File: config.mk
export PLATFORM = sky130hd
export DESIGN_NAME = fifo_wr_arb_ctrl_flat
export DESIGN_NICKNAME = d
export VERILOG_FILES = /design/src/rtl/fifo_pkg.sv /design/src/rtl/fifo_wr_arb_ctrl_if.sv /design/src/rtl/fifo_wr_arb_ctrl_rr_arb2.sv /design/src/rtl/fifo_wr_arb_ctrl.sv /design/src/flat_wrapper.sv
export SDC_FILE = /design/constraint.sdc
export NUM_CORES = 1
export LEC_CHECK = 0
export BUFFER_PORTS_ARGS = -buffer_cell sky130_fd_sc_hd__buf_2
export CAP_MARGIN = 20
export CORE_ASPECT_RATIO = 1.5
export CORE_MARGIN = 2
export CORE_UTILIZATION = 37
export CTS_BUF_LIST = sky130_fd_sc_hd__clkbuf_8
export CTS_CLUSTER_DIAMETER = 150
export DETAILED_ROUTE_END_ITERATION = 10
export PLACE_DENSITY_LB_ADDON = 0.2
export RECOVER_POWER = 100
export SYNTH_ARGS = -nofsm -noshare
export SYNTH_HDL_FRONTEND = slang
export SYNTH_SLANG_ARGS = --single-unit
File: constraint.sdc
create_clock -name wclk -period 3.1 [get_ports wclk]
set_clock_uncertainty 0.15 [all_clocks]
set_input_delay 0.465 -clock wclk [delete_from_list [all_inputs] [get_ports wclk]]
set_output_delay 0.465 -clock wclk [all_outputs]
set_load 0.02 [all_outputs]
File: src/rtl/fifo_pkg.sv
// Shared definitions for the FIFO write-arbitration controller slice.
//   DATASIZE / ADDRSIZE : default word width and RAM address width
//   PTRSIZE             : pointer width (one extra wrap bit over the address)
//   gnt_e               : requester index encoding used for last_grant
package fifo_pkg;

    localparam int DATASIZE = 32;
    localparam int ADDRSIZE = 5;
    localparam int PTRSIZE  = ADDRSIZE + 1;

    typedef enum logic {
        GNT0 = 1'b0,
        GNT1 = 1'b1
    } gnt_e;

endpackage

File: src/rtl/fifo_wr_arb_ctrl_if.sv
// Bundle of every non-clock signal of fifo_wr_arb_ctrl.
//   slave  : controller view (requester inputs, consumer ready, RAM read data in)
//   master : environment view (requesters, consumer and RAM model)
//
// Handshake semantics, shared by both write requesters and the read side:
// a word moves on a rising wclk edge exactly when valid and ready are both
// high in the cycle before that edge. Ready may depend combinationally on
// valid; valid may drop at any time without a transfer having happened.
interface fifo_wr_arb_ctrl_if #(
    parameter int DATASIZE = fifo_pkg::DATASIZE,
    parameter int ADDRSIZE = fifo_pkg::ADDRSIZE
);
    logic                req0_valid;
    logic [DATASIZE-1:0] req0_data;
    logic                req0_ready;
    logic                req1_valid;
    logic [DATASIZE-1:0] req1_data;
    logic                req1_ready;
    logic                rd_valid;
    logic                rd_ready;
    logic [DATASIZE-1:0] rd_data;
    logic                ram_wclken;
    logic                ram_wfull;
    logic [ADDRSIZE-1:0] ram_waddr;
    logic [DATASIZE-1:0] ram_wdata;
    logic [ADDRSIZE-1:0] ram_raddr;
    logic [DATASIZE-1:0] ram_rdata;
    logic                full;
    logic                empty;
    logic                afull;
    logic [ADDRSIZE:0]   count;

    modport slave (
        input  req0_valid, req0_data, req1_valid, req1_data, rd_ready, ram_rdata,
        output req0_ready, req1_ready, rd_valid, rd_data,
        output ram_wclken, ram_wfull, ram_waddr, ram_wdata, ram_raddr,
        output full, empty, afull, count
    );

    modport master (
        output req0_valid, req0_data, req1_valid, req1_data, rd_ready, ram_rdata,
        input  req0_ready, req1_ready, rd_valid, rd_data,
        input  ram_wclken, ram_wfull, ram_waddr, ram_wdata, ram_raddr,
        input  full, empty, afull, count
    );

endinterface

File: src/rtl/fifo_wr_arb_ctrl_rr_arb2.sv
// rr_arb2: two-way round-robin arbiter, purely combinational.
//   valid[1:0] : request from requester 1 / 0
//   block      : suppresses every grant (FIFO full or in reset)
//   last_grant : index granted most recently, loses the next tie
//   grant[1:0] : one-hot (or zero) grant
module rr_arb2
    import fifo_pkg::*;
(
    input  logic [1:0] valid,
    input  logic       block,
    input  gnt_e       last_grant,
    output logic [1:0] grant
);

    always_comb begin
        grant = 2'b00;
        if (!block) begin
            unique case (valid)
                2'b01:   grant = 2'b01;
                2'b10:   grant = 2'b10;
                2'b11:   grant = (last_grant == GNT0) ? 2'b10 : 2'b01;
                default: grant = 2'b00;
            endcase
        end
    end

endmodule

File: src/rtl/fifo_wr_arb_ctrl.sv
// fifo_wr_arb_ctrl: sequences a dual-port FIFO RAM (combinational read,
// registered write) for two round-robin write requesters and one
// first-word-fall-through consumer.
//   wclk : clock, rising edge
//   wrst : synchronous active-high reset
//   bus  : requester handshakes, read handshake, RAM port, flags and count
module fifo_wr_arb_ctrl #(
    parameter int DATASIZE = fifo_pkg::DATASIZE,
    parameter int ADDRSIZE = fifo_pkg::ADDRSIZE,
    parameter int AFULL_TH = 28
) (
    input  logic                 wclk,
    input  logic                 wrst,
    fifo_wr_arb_ctrl_if.slave    bus
);
    import fifo_pkg::*;

    localparam int PTRW = ADDRSIZE + 1;

    logic [PTRW-1:0] wptr;
    logic [PTRW-1:0] rptr;
    gnt_e            last_grant;
    logic [1:0]      grant;
    logic            empty_w;
    logic            full_w;
    logic [PTRW-1:0] count_w;
    logic            pop;

    // Flags come only from the registered pointers, so a pop in the same
    // cycle as full cannot open the write port until the next cycle.
    assign empty_w = (wptr == rptr);
    assign full_w  = (wptr[ADDRSIZE] != rptr[ADDRSIZE]) &&
                     (wptr[ADDRSIZE-1:0] == rptr[ADDRSIZE-1:0]);
    assign count_w = wptr - rptr;

    assign bus.empty = empty_w;
    assign bus.full  = full_w;
    assign bus.count = count_w;
    assign bus.afull = (count_w >= PTRW'(AFULL_TH));

    // Reset also blocks grants so no requester sees a ready that the
    // reset would immediately discard.
    rr_arb2 u_arb (
        .valid      ({bus.req1_valid, bus.req0_valid}),
        .block      (full_w | wrst),
        .last_grant (last_grant),
        .grant      (grant)
    );

    assign bus.req0_ready = grant[0];
    assign bus.req1_ready = grant[1];

    assign bus.ram_wclken = |grant;
    assign bus.ram_wfull  = full_w;
    assign bus.ram_waddr  = wptr[ADDRSIZE-1:0];
    assign bus.ram_wdata  = grant[1] ? bus.req1_data : bus.req0_data;

    assign bus.rd_valid  = !empty_w;
    assign bus.ram_raddr = rptr[ADDRSIZE-1:0];
    assign bus.rd_data   = bus.ram_rdata;

    assign pop = !empty_w && bus.rd_ready;

    always_ff @(posedge wclk) begin
        if (wrst) begin
            wptr       <= '0;
            rptr       <= '0;
            last_grant <= GNT1;
        end else begin
            if (|grant) begin
                wptr <= wptr + PTRW'(1);
            end
            if (pop) begin
                rptr <= rptr + PTRW'(1);
            end
            if (grant[0]) begin
                last_grant <= GNT0;
            end else if (grant[1]) begin
                last_grant <= GNT1;
            end
        end
    end

endmodule
File: src/flat_wrapper.sv
// flat-port wrapper written by rule: the top's interface ports become plain ports
module fifo_wr_arb_ctrl_flat import fifo_pkg::*;
#(
    parameter int DATASIZE = fifo_pkg::DATASIZE,
    parameter int ADDRSIZE = fifo_pkg::ADDRSIZE,
    parameter int AFULL_TH = 28
)
  (wclk, wrst, bus_req0_valid, bus_req0_data, bus_req1_valid, bus_req1_data, bus_rd_ready, bus_ram_rdata, bus_req0_ready, bus_req1_ready, bus_rd_valid, bus_rd_data, bus_ram_wclken, bus_ram_wfull, bus_ram_waddr, bus_ram_wdata, bus_ram_raddr, bus_full, bus_empty, bus_afull, bus_count);
  fifo_wr_arb_ctrl_if #(.DATASIZE(DATASIZE), .ADDRSIZE(ADDRSIZE)) bus_i ();
  input  logic wclk;
  input  logic wrst;
  input wire logic [$bits(bus_i.req0_valid)-1:0] bus_req0_valid;
  input wire logic [$bits(bus_i.req0_data)-1:0] bus_req0_data;
  input wire logic [$bits(bus_i.req1_valid)-1:0] bus_req1_valid;
  input wire logic [$bits(bus_i.req1_data)-1:0] bus_req1_data;
  input wire logic [$bits(bus_i.rd_ready)-1:0] bus_rd_ready;
  input wire logic [$bits(bus_i.ram_rdata)-1:0] bus_ram_rdata;
  output wire logic [$bits(bus_i.req0_ready)-1:0] bus_req0_ready;
  output wire logic [$bits(bus_i.req1_ready)-1:0] bus_req1_ready;
  output wire logic [$bits(bus_i.rd_valid)-1:0] bus_rd_valid;
  output wire logic [$bits(bus_i.rd_data)-1:0] bus_rd_data;
  output wire logic [$bits(bus_i.ram_wclken)-1:0] bus_ram_wclken;
  output wire logic [$bits(bus_i.ram_wfull)-1:0] bus_ram_wfull;
  output wire logic [$bits(bus_i.ram_waddr)-1:0] bus_ram_waddr;
  output wire logic [$bits(bus_i.ram_wdata)-1:0] bus_ram_wdata;
  output wire logic [$bits(bus_i.ram_raddr)-1:0] bus_ram_raddr;
  output wire logic [$bits(bus_i.full)-1:0] bus_full;
  output wire logic [$bits(bus_i.empty)-1:0] bus_empty;
  output wire logic [$bits(bus_i.afull)-1:0] bus_afull;
  output wire logic [$bits(bus_i.count)-1:0] bus_count;
  assign bus_i.req0_valid = bus_req0_valid;
  assign bus_i.req0_data = bus_req0_data;
  assign bus_i.req1_valid = bus_req1_valid;
  assign bus_i.req1_data = bus_req1_data;
  assign bus_i.rd_ready = bus_rd_ready;
  assign bus_i.ram_rdata = bus_ram_rdata;
  assign bus_req0_ready = bus_i.req0_ready;
  assign bus_req1_ready = bus_i.req1_ready;
  assign bus_rd_valid = bus_i.rd_valid;
  assign bus_rd_data = bus_i.rd_data;
  assign bus_ram_wclken = bus_i.ram_wclken;
  assign bus_ram_wfull = bus_i.ram_wfull;
  assign bus_ram_waddr = bus_i.ram_waddr;
  assign bus_ram_wdata = bus_i.ram_wdata;
  assign bus_ram_raddr = bus_i.ram_raddr;
  assign bus_full = bus_i.full;
  assign bus_empty = bus_i.empty;
  assign bus_afull = bus_i.afull;
  assign bus_count = bus_i.count;
  fifo_wr_arb_ctrl #(.DATASIZE(DATASIZE), .ADDRSIZE(ADDRSIZE), .AFULL_TH(AFULL_TH)) u_core (.wclk(wclk), .wrst(wrst), .bus(bus_i));
endmodule
==> flow_summary_export.csv, run 1 <==
group,metric,value,unit
outcome,status,"finished, final reports clean",
synthesis,ys_ff_latch,13,
synthesis,synth_compound_area_share,7.44,%
global_routing,first_global_vias,1579,
synthesis,synth_most_common_cell,"buf_4",
setup_path,crit_slowest_cell,"ha_2",
sta,rsz0062_at_grt,"no",
routing,route.detailed.drc,0,
synthesis,synth_commonest_cells,"buf_4 (43), mux2_4 (29), dfxtp_1 (13)",
synthesis,yosys.area.top_type,"mux2_4",
place,place_area,0.00218,mm2
synthesis,synth-edff-count,0,
sta,period_needed,3000,ps
pwr,p_leak,0.00112,uW
setup_path,critPathLaunchType,"register",
synthesis,synth_xor_xnor_area_share,6.62,%
synthesis,synth.top_cell.area_share,23.8,%
routing,via_count,1677,
clocking,cts_setup_buffers,0,
finish,fin_nets,395,
clocking,cts_root_buf,"clkbuf_8",
min_path,hp-start,"u_core.last_grant",
sta,worst_slack,100,ps
global_routing,gr-total-overflow,0,
finish,final_area,0.00225,mm2
synthesis,netlist_area,0.00183,mm2
finish,final_cells,355,
synthesis,synth-simple-area-share,12.7,%
floorplan,core,0.00481,mm2
routing,drt-total-wl,5.50,mm
setup_path,cp_max_fo,16,
place,placed_cells,346,
clocking,cts.htree.levels,1,
synthesis,ys_warn_count,0,
synthesis,synth_area_per_cell,9.12,um2
floorplan,die_h,90.2,um
synthesis,yosys.area_share.adder,5.87,%
clocking,cts_sinks,13,
sta,slew_viol_final,0,
synthesis,syn-num-nets,310,
place,dp_hpwl,4.55,mm
pwr,ir_drop,0.325,mV
setup_path,r2r_start,"u_core.rptr[4]",
synthesis,synth.distinct_cells,38,
synthesis,synth-async-reset-ratio,0,%
finish,layout-drive-gt1-share,53.3,%
synthesis,ys.flop_type,"dfxtp_1",
floorplan,rows,31,
min_path,min_path_cells,1,
setup_path,path_class,"register to primary output",
routing,first_iter_violations,24,
place,dp_slack,306,ps
sta,timing.final.crit_share,96.8,%
pwr,powerDensity,404,mW/mm2
synthesis,synth_top_family_by_area,"multiplexers",
synthesis,syn_inst,201,
clocking,cts_tree,"done",
clocking,numCtsBuffers,3,
sta,setup_tns,0,ps
clocking,cts_hold_buf,0,
finish,areaGrowthSynthToFinish,22.8,%
routing,drt-pass1-iter-count,4,
setup_path,rr_worst_depth,7,
setup_path,r2r_slack,730,ps
clocking,insertion_delay,260,ps
global_routing,grt_max_degree,34,
floorplan,die_w,61.5,um
routing,wire_per_inst,15.5,um
floorplan,ioPinCount,189,
min_path,min_to,"u_core.last_grant",
floorplan,dieArea,0.00554,mm2
setup_path,worstPathArrival,2380,ps
flow_run,maxCapViolations,0,
sta,hold_viol,0,
setup_path,crit_required,2480,ps
sta,fmax,333,MHz
routing,detail-route-antenna-nets,0,
sta,max-slew-margin-rel,65.1,%
setup_path,rr_endpoint,"u_core.last_grant",
synthesis,ys_seq_area_share,14.2,%
place,gp_congestion,0.805,
place,port_buffers,124,
pwr,total_power,910,uW
sta,tightest_slew,519,ps
routing,avgViaCountPerCell,4.72,
clocking,clock_path_buffers,2,
synthesis,synthMuxAreaShare,28.3,%
setup_path,critPathMaxStageDelay,390,ps
synthesis,yosys-top-cells-area,"mux2_4 (24%), buf_4 (18%), dfxtp_1 (14%)",
global_routing,grt_usage,18.2,%
sta,setup_viol,0,
setup_path,worstPathCellList,"inv_1, ha_2, and4_4, nand3_2, and4b_2, clkbuf_16, mux2_4, clkbuf_2",
setup_path,cp-end-kind,"primary output",
min_path,hp-class,"register to register",
clocking,clk_pin_slew,60,ps
global_routing,grt_pass1_wl,7.51,mm
global_routing,antenna_found_initial,5,
floorplan,start_util,38.1,%
-- worst max-delay path, delay by kind of cell, from the launching register on --
kind	cells	cell delay, ps
simple gates	3	650
buf+inv	3	420
fa+ha+maj	1	390
flops	1	360
mux	1	310
-- area by class of cell --
| class | count | area (um2) |
|---|---|---|
| inverter | 12 | 45.0 |
| multi-input combinational | 125 | 1140 |
| tap | 66 | 82.6 |
| sequential | 13 | 260 |
| clock buffer | 3 | 41.3 |
| timing repair buffer | 131 | 672 |
| antenna | 4 | 10.0 |
| fill | 528 | 2560 |
| clock inverter | 1 | 3.75 |
-- metal layers --
| layer | GRT usage, % | part of all wire [%] | vias up |
|---|---|---|---|
| met5 | 0 | 0.49 | - |
| li1 | - | - | 816 |
| met1 | 17.7 | 34 | 738 |
| met4 | 4.43 | 0.84 | 4 |
| met3 | 11.9 | 15 | 10 |
| met2 | 30.9 | 49 | 109 |
-- timing repair --
action                                  CTS  global route
endpoints found under the setup margin    0            32
hold endpoints to repair                  0             0
gates resized for setup                   0             3
-- stage by stage --
| step | hold slack, ps | utilization (%) |
|---|---|---|
| 6_report | 357 | 46.8 |
| 5_1_grt | 384 | 46.7 |
| 4_1_cts | 347 | 46.4 |
| 3_5_place_dp | 328 | 45.4 |
| 3_3_place_gp | 330 | 45.4 |
| 2_1_floorplan | 299 | - |
-- where the power goes --
group          leakage (uW)  switching, uW  internal (uW)
logic              0.000988            328            227
registers          0.000106           12.6            179
clock network     0.0000269           75.2           88.1
total               0.00112            415            495
-- sequential cells by signal, summed over array words and instances (netlist names) --
signal             count
u_core.wptr            6
u_core.rptr            6
u_core.last_grant      1
-- how the worst max path moves through the flow --
| stage | startpoint | to | slack, ps |
|---|---|---|---|
| floorplan | u_core.rptr[4] | bus_ram_wdata[22] | 600 |
| CTS | u_core.rptr[4] | bus_ram_wdata[0] | 20 |
| detailed placement | u_core.rptr[4] | bus_ram_wdata[0] | 310 |
| global route | u_core.rptr[1] | bus_ram_wdata[0] | 7 |
| global placement | u_core.rptr[4] | bus_ram_wdata[0] | 360 |
| finish | u_core.rptr[4] | bus_ram_wdata[29] | 100 |
-- layout by cell type (no fill, tap or decap), drive strengths merged, types with 2 or more instances in the layout --
| cell type | instances |
|---|---|
| a31oi | 4 |
| nand2 | 11 |
| dfxtp | 13 |
| and2 | 2 |
| ha | 7 |
| diode | 4 |
| inv | 13 |
| buf | 78 |
| a21oi | 7 |
| o21ai | 2 |
| xnor2 | 10 |
| nand2b | 3 |
| or3 | 3 |
| a311oi | 3 |
| nand3 | 5 |
| nor2 | 12 |
| xor2 | 3 |
| mux2i | 5 |
| mux2 | 32 |
| clkbuf | 56 |
| nor3 | 5 |
-- kinds of logic (layout without fill, tap and decap cells) --
kind of cell,after synthesis,count (layout)
buf+inv,63,147
compound gates,21,21
flops,13,13
fa+ha+maj,8,8
other cells,0,4
mux,37,37
xor+xnor,13,13
simple gates,46,46
Power figures use the tool's default switching activity.
==> run 2: changes to the inputs <==
--- a/config.mk
+++ b/config.mk
@@ -5,16 +5,17 @@
 export SDC_FILE = /design/constraint.sdc
 export NUM_CORES = 1
 export LEC_CHECK = 0
+export ABC_AREA = 1
 export BUFFER_PORTS_ARGS = -buffer_cell sky130_fd_sc_hd__buf_2
 export CAP_MARGIN = 20
-export CORE_ASPECT_RATIO = 1.5
 export CORE_MARGIN = 2
-export CORE_UTILIZATION = 37
+export CORE_UTILIZATION = 36
 export CTS_BUF_LIST = sky130_fd_sc_hd__clkbuf_8
 export CTS_CLUSTER_DIAMETER = 150
 export DETAILED_ROUTE_END_ITERATION = 10
 export PLACE_DENSITY_LB_ADDON = 0.2
 export RECOVER_POWER = 100
+export SETUP_SLACK_MARGIN = 0.4
 export SYNTH_ARGS = -nofsm -noshare
 export SYNTH_HDL_FRONTEND = slang
 export SYNTH_SLANG_ARGS = --single-unit
==> flow_summary_export.csv, run 2 <==
group,metric,value,unit
flow_run,maxCapViolations,0,
clocking,cts_tree,"done",
place,dp_hpwl,4.37,mm
routing,first_iter_violations,57,
routing,drt-pass1-iter-count,5,
routing,drt-total-wl,5.88,mm
min_path,min_to,"u_core.rptr[4]",
synthesis,netlist_area,0.00173,mm2
synthesis,synth.distinct_cells,27,
synthesis,synth_compound_area_share,5.64,%
floorplan,die_w,73.3,um
floorplan,dieArea,0.00537,mm2
outcome,status,"finished, final reports clean",
sta,hold_ws,349,ps
sta,max-slew-margin-rel,74.7,%
setup_path,rr_worst_depth,11,
routing,detail-route-antenna-nets,0,
setup_path,rr_endpoint,"u_core.wptr[3]",
pwr,ir_drop,0.233,mV
setup_path,worstPathArrival,2180,ps
synthesis,synth_top_family_by_area,"simple AND/OR/NAND/NOR gates",
sta,setup_viol,0,
global_routing,grt_pass1_wl,7.71,mm
floorplan,rows,25,
clocking,cts_root_buf,"clkbuf_8",
synthesis,syn-num-nets,390,
synthesis,synth_commonest_cells,"nand2_1 (119), buf_4 (43), inv_1 (21)",
synthesis,synth-async-reset-ratio,0,%
clocking,clk_pin_slew,60,ps
place,port_buffers,124,
global_routing,grt_usage,18.3,%
synthesis,yosys.area.top_type,"nand2_1",
setup_path,r2r_slack,1000,ps
sta,slew_viol_final,0,
clocking,cts_sinks,13,
finish,final_util,47.3,%
synthesis,synth.top_cell.area_share,25.8,%
setup_path,crit_required,2480,ps
routing,avgViaCountPerCell,4.66,
synthesis,synth_xor_xnor_area_share,5.07,%
setup_path,critPathLaunchType,"register",
clocking,numCtsBuffers,3,
sta,setup_tns,0,ps
synthesis,syn_inst,281,
synthesis,synth_most_common_cell,"nand2_1",
finish,final_common_cell,"nand2_1",
floorplan,die_h,73.3,um
finish,layout_common_cells,"nand2_1 (120), buf_2 (72), clkbuf_1 (52), inv_1 (22), nand3_1 (15)",
global_routing,grt_max_degree,34,
synthesis,ys_warn_count,0,
finish,diodes,0,
finish,fillers,547,
synthesis,yosys-top-cells-area,"nand2_1 (26%), buf_4 (19%), dfxtp_1 (15%)",
min_path,hp-class,"register to register",
finish,top_regs,"u_core.rptr x6, u_core.wptr x6, u_core.last_grant x1",
floorplan,ioPinCount,189,
routing,via_count,1972,
setup_path,cp-end-kind,"primary output",
global_routing,gr-total-overflow,0,
min_path,hp-start,"u_core.rptr[4]",
setup_path,path_class,"register to primary output",
synthesis,yosys.area_share.adder,6.22,%
synthesis,synth_area_per_cell,6.15,um2
finish,ff_latch_area,265,um2
pwr,powerDensity,370,mW/mm2
sta,fmax,358,MHz
setup_path,cp_max_fo,7,
place,gp_congestion,0.838,
routing,route.detailed.drc,0,
synthesis,ys_ff_latch,13,
finish,areaGrowthSynthToFinish,28.4,%
finish,layout-drive-gt1-share,29.8,%
floorplan,core,0.00469,mm2
global_routing,antenna_found_initial,0,
clocking,insertion_delay,240,ps
setup_path,startpoint,"u_core.rptr[4]",
sta,timing.final.crit_share,90.1,%
synthesis,ys.flop_type,"dfxtp_1",
routing,wire_per_inst,13.9,um
synthesis,synth-simple-area-share,40.1,%
synthesis,synthMuxAreaShare,0,%
sta,tightest_slew,376,ps
setup_path,r2r_start,"u_core.rptr[4]",
finish,fin_nets,479,
synthesis,ys_seq_area_share,15.1,%
sta,period_needed,2790,ps
finish,multi_input_area,0.00101,mm2
synthesis,synth-edff-count,0,
place,place_area,0.00203,mm2
finish,final_area,0.00222,mm2
sta,hold_viol,0,
sta,rsz0062_at_grt,"no",
clocking,cts.htree.levels,1,
clocking,clock_path_buffers,2,
min_path,min_path_cells,2,
pwr,p_leak,0.00121,uW
floorplan,start_util,36.9,%
global_routing,first_global_vias,1646,
## run 2: cell count changes after synthesis, moves of 4 or more
cell	change
nand2_1	+108
mux2_4	-29
nand2_2	+12
inv_1	+9
nand3_1	+9
xnor2_1	-8
a21oi_1	+6
nor2_1	-6
xor2_1	+6
mux2i_1	-5
a31oi_1	-4
nor3_1	-4
## run 2: repair_timing
item / CTS / global route
buffers inserted: 0 / 3
pin swaps: 0 / 1
setup endpoints to repair: 34 / 34
gates cloned: 0 / 6
resized for setup: 7 / 19
hold buffers: 0 / 0
## run 2: area by class of cell
| class | instances | area share [%] |
|---|---|---|
| sequential | 13 | 11.9 |
| timing repair inverter | 2 | 0.789 |
| timing repair buffer | 133 | 32.3 |
| clock inverter | 1 | 0.169 |
| inverter | 22 | 4.28 |
| tap | 54 | 3.04 |
| clock buffer | 3 | 1.86 |
| multi-input combinational | 195 | 45.6 |
## run 2: power by group
group | internal (uW) | switching, uW
clock | 87.6 | 67.1
sequential | 178 | 14.5
combinational | 164 | 309
## run 2: worst max path at each step
stage                       end  slack [ps]  depth (start not counted)
3_5_place_dp   bus_ram_wdata[7]         520                         10
6_report         bus_ram_wclken         310                         10
4_1_cts               bus_afull         420                          9
3_3_place_gp   bus_ram_wdata[1]         550                         10
5_1_grt          bus_ram_wclken         230                         10
2_1_floorplan         bus_afull         650                          8
## run 2: cells by family (layout without fill, tap and decap cells)
family / count (synthesis) / in the layout
DFF: 13 / 13
and+or+nand+nor: 159 / 159
xor gates and xnor gates: 10 / 10
adders and majority gates: 8 / 8
AOI/OAI and AO/OA: 18 / 18
buffers and inverters: 73 / 161
## run 2: metal layers
layer	vias to the layer above	global-route usage, %	routed length, um
met3	2	6.31	581
met1	879	23.8	2530
met5	-	0	0
met2	92	30.2	2750
li1	999	-	-
met4	0	1.82	13
## run 2: worst max-delay path, cell delays in order (launching register included)
cell and delay [ps]:
dfxtp_1 350, inv_1 90, ha_1 360, nand3_1 150
nor2_4 50, nand2_4 80, nand3_4 80, buf_12 170
buf_12 130, nand2_1 170, clkbuf_1 290
## run 2: metrics by stage
| step | total power (uW) | instances | worst slack, ps |
|---|---|---|---|
| after global placement | 651 | 410 | 555 |
| after detailed placement | 652 | 410 | 525 |
| after floorplan | 566 | 281 | 653 |
| after CTS | 812 | 414 | 421 |
| after global routing | 879 | 423 | 227 |
| final | 821 | 423 | 308 |
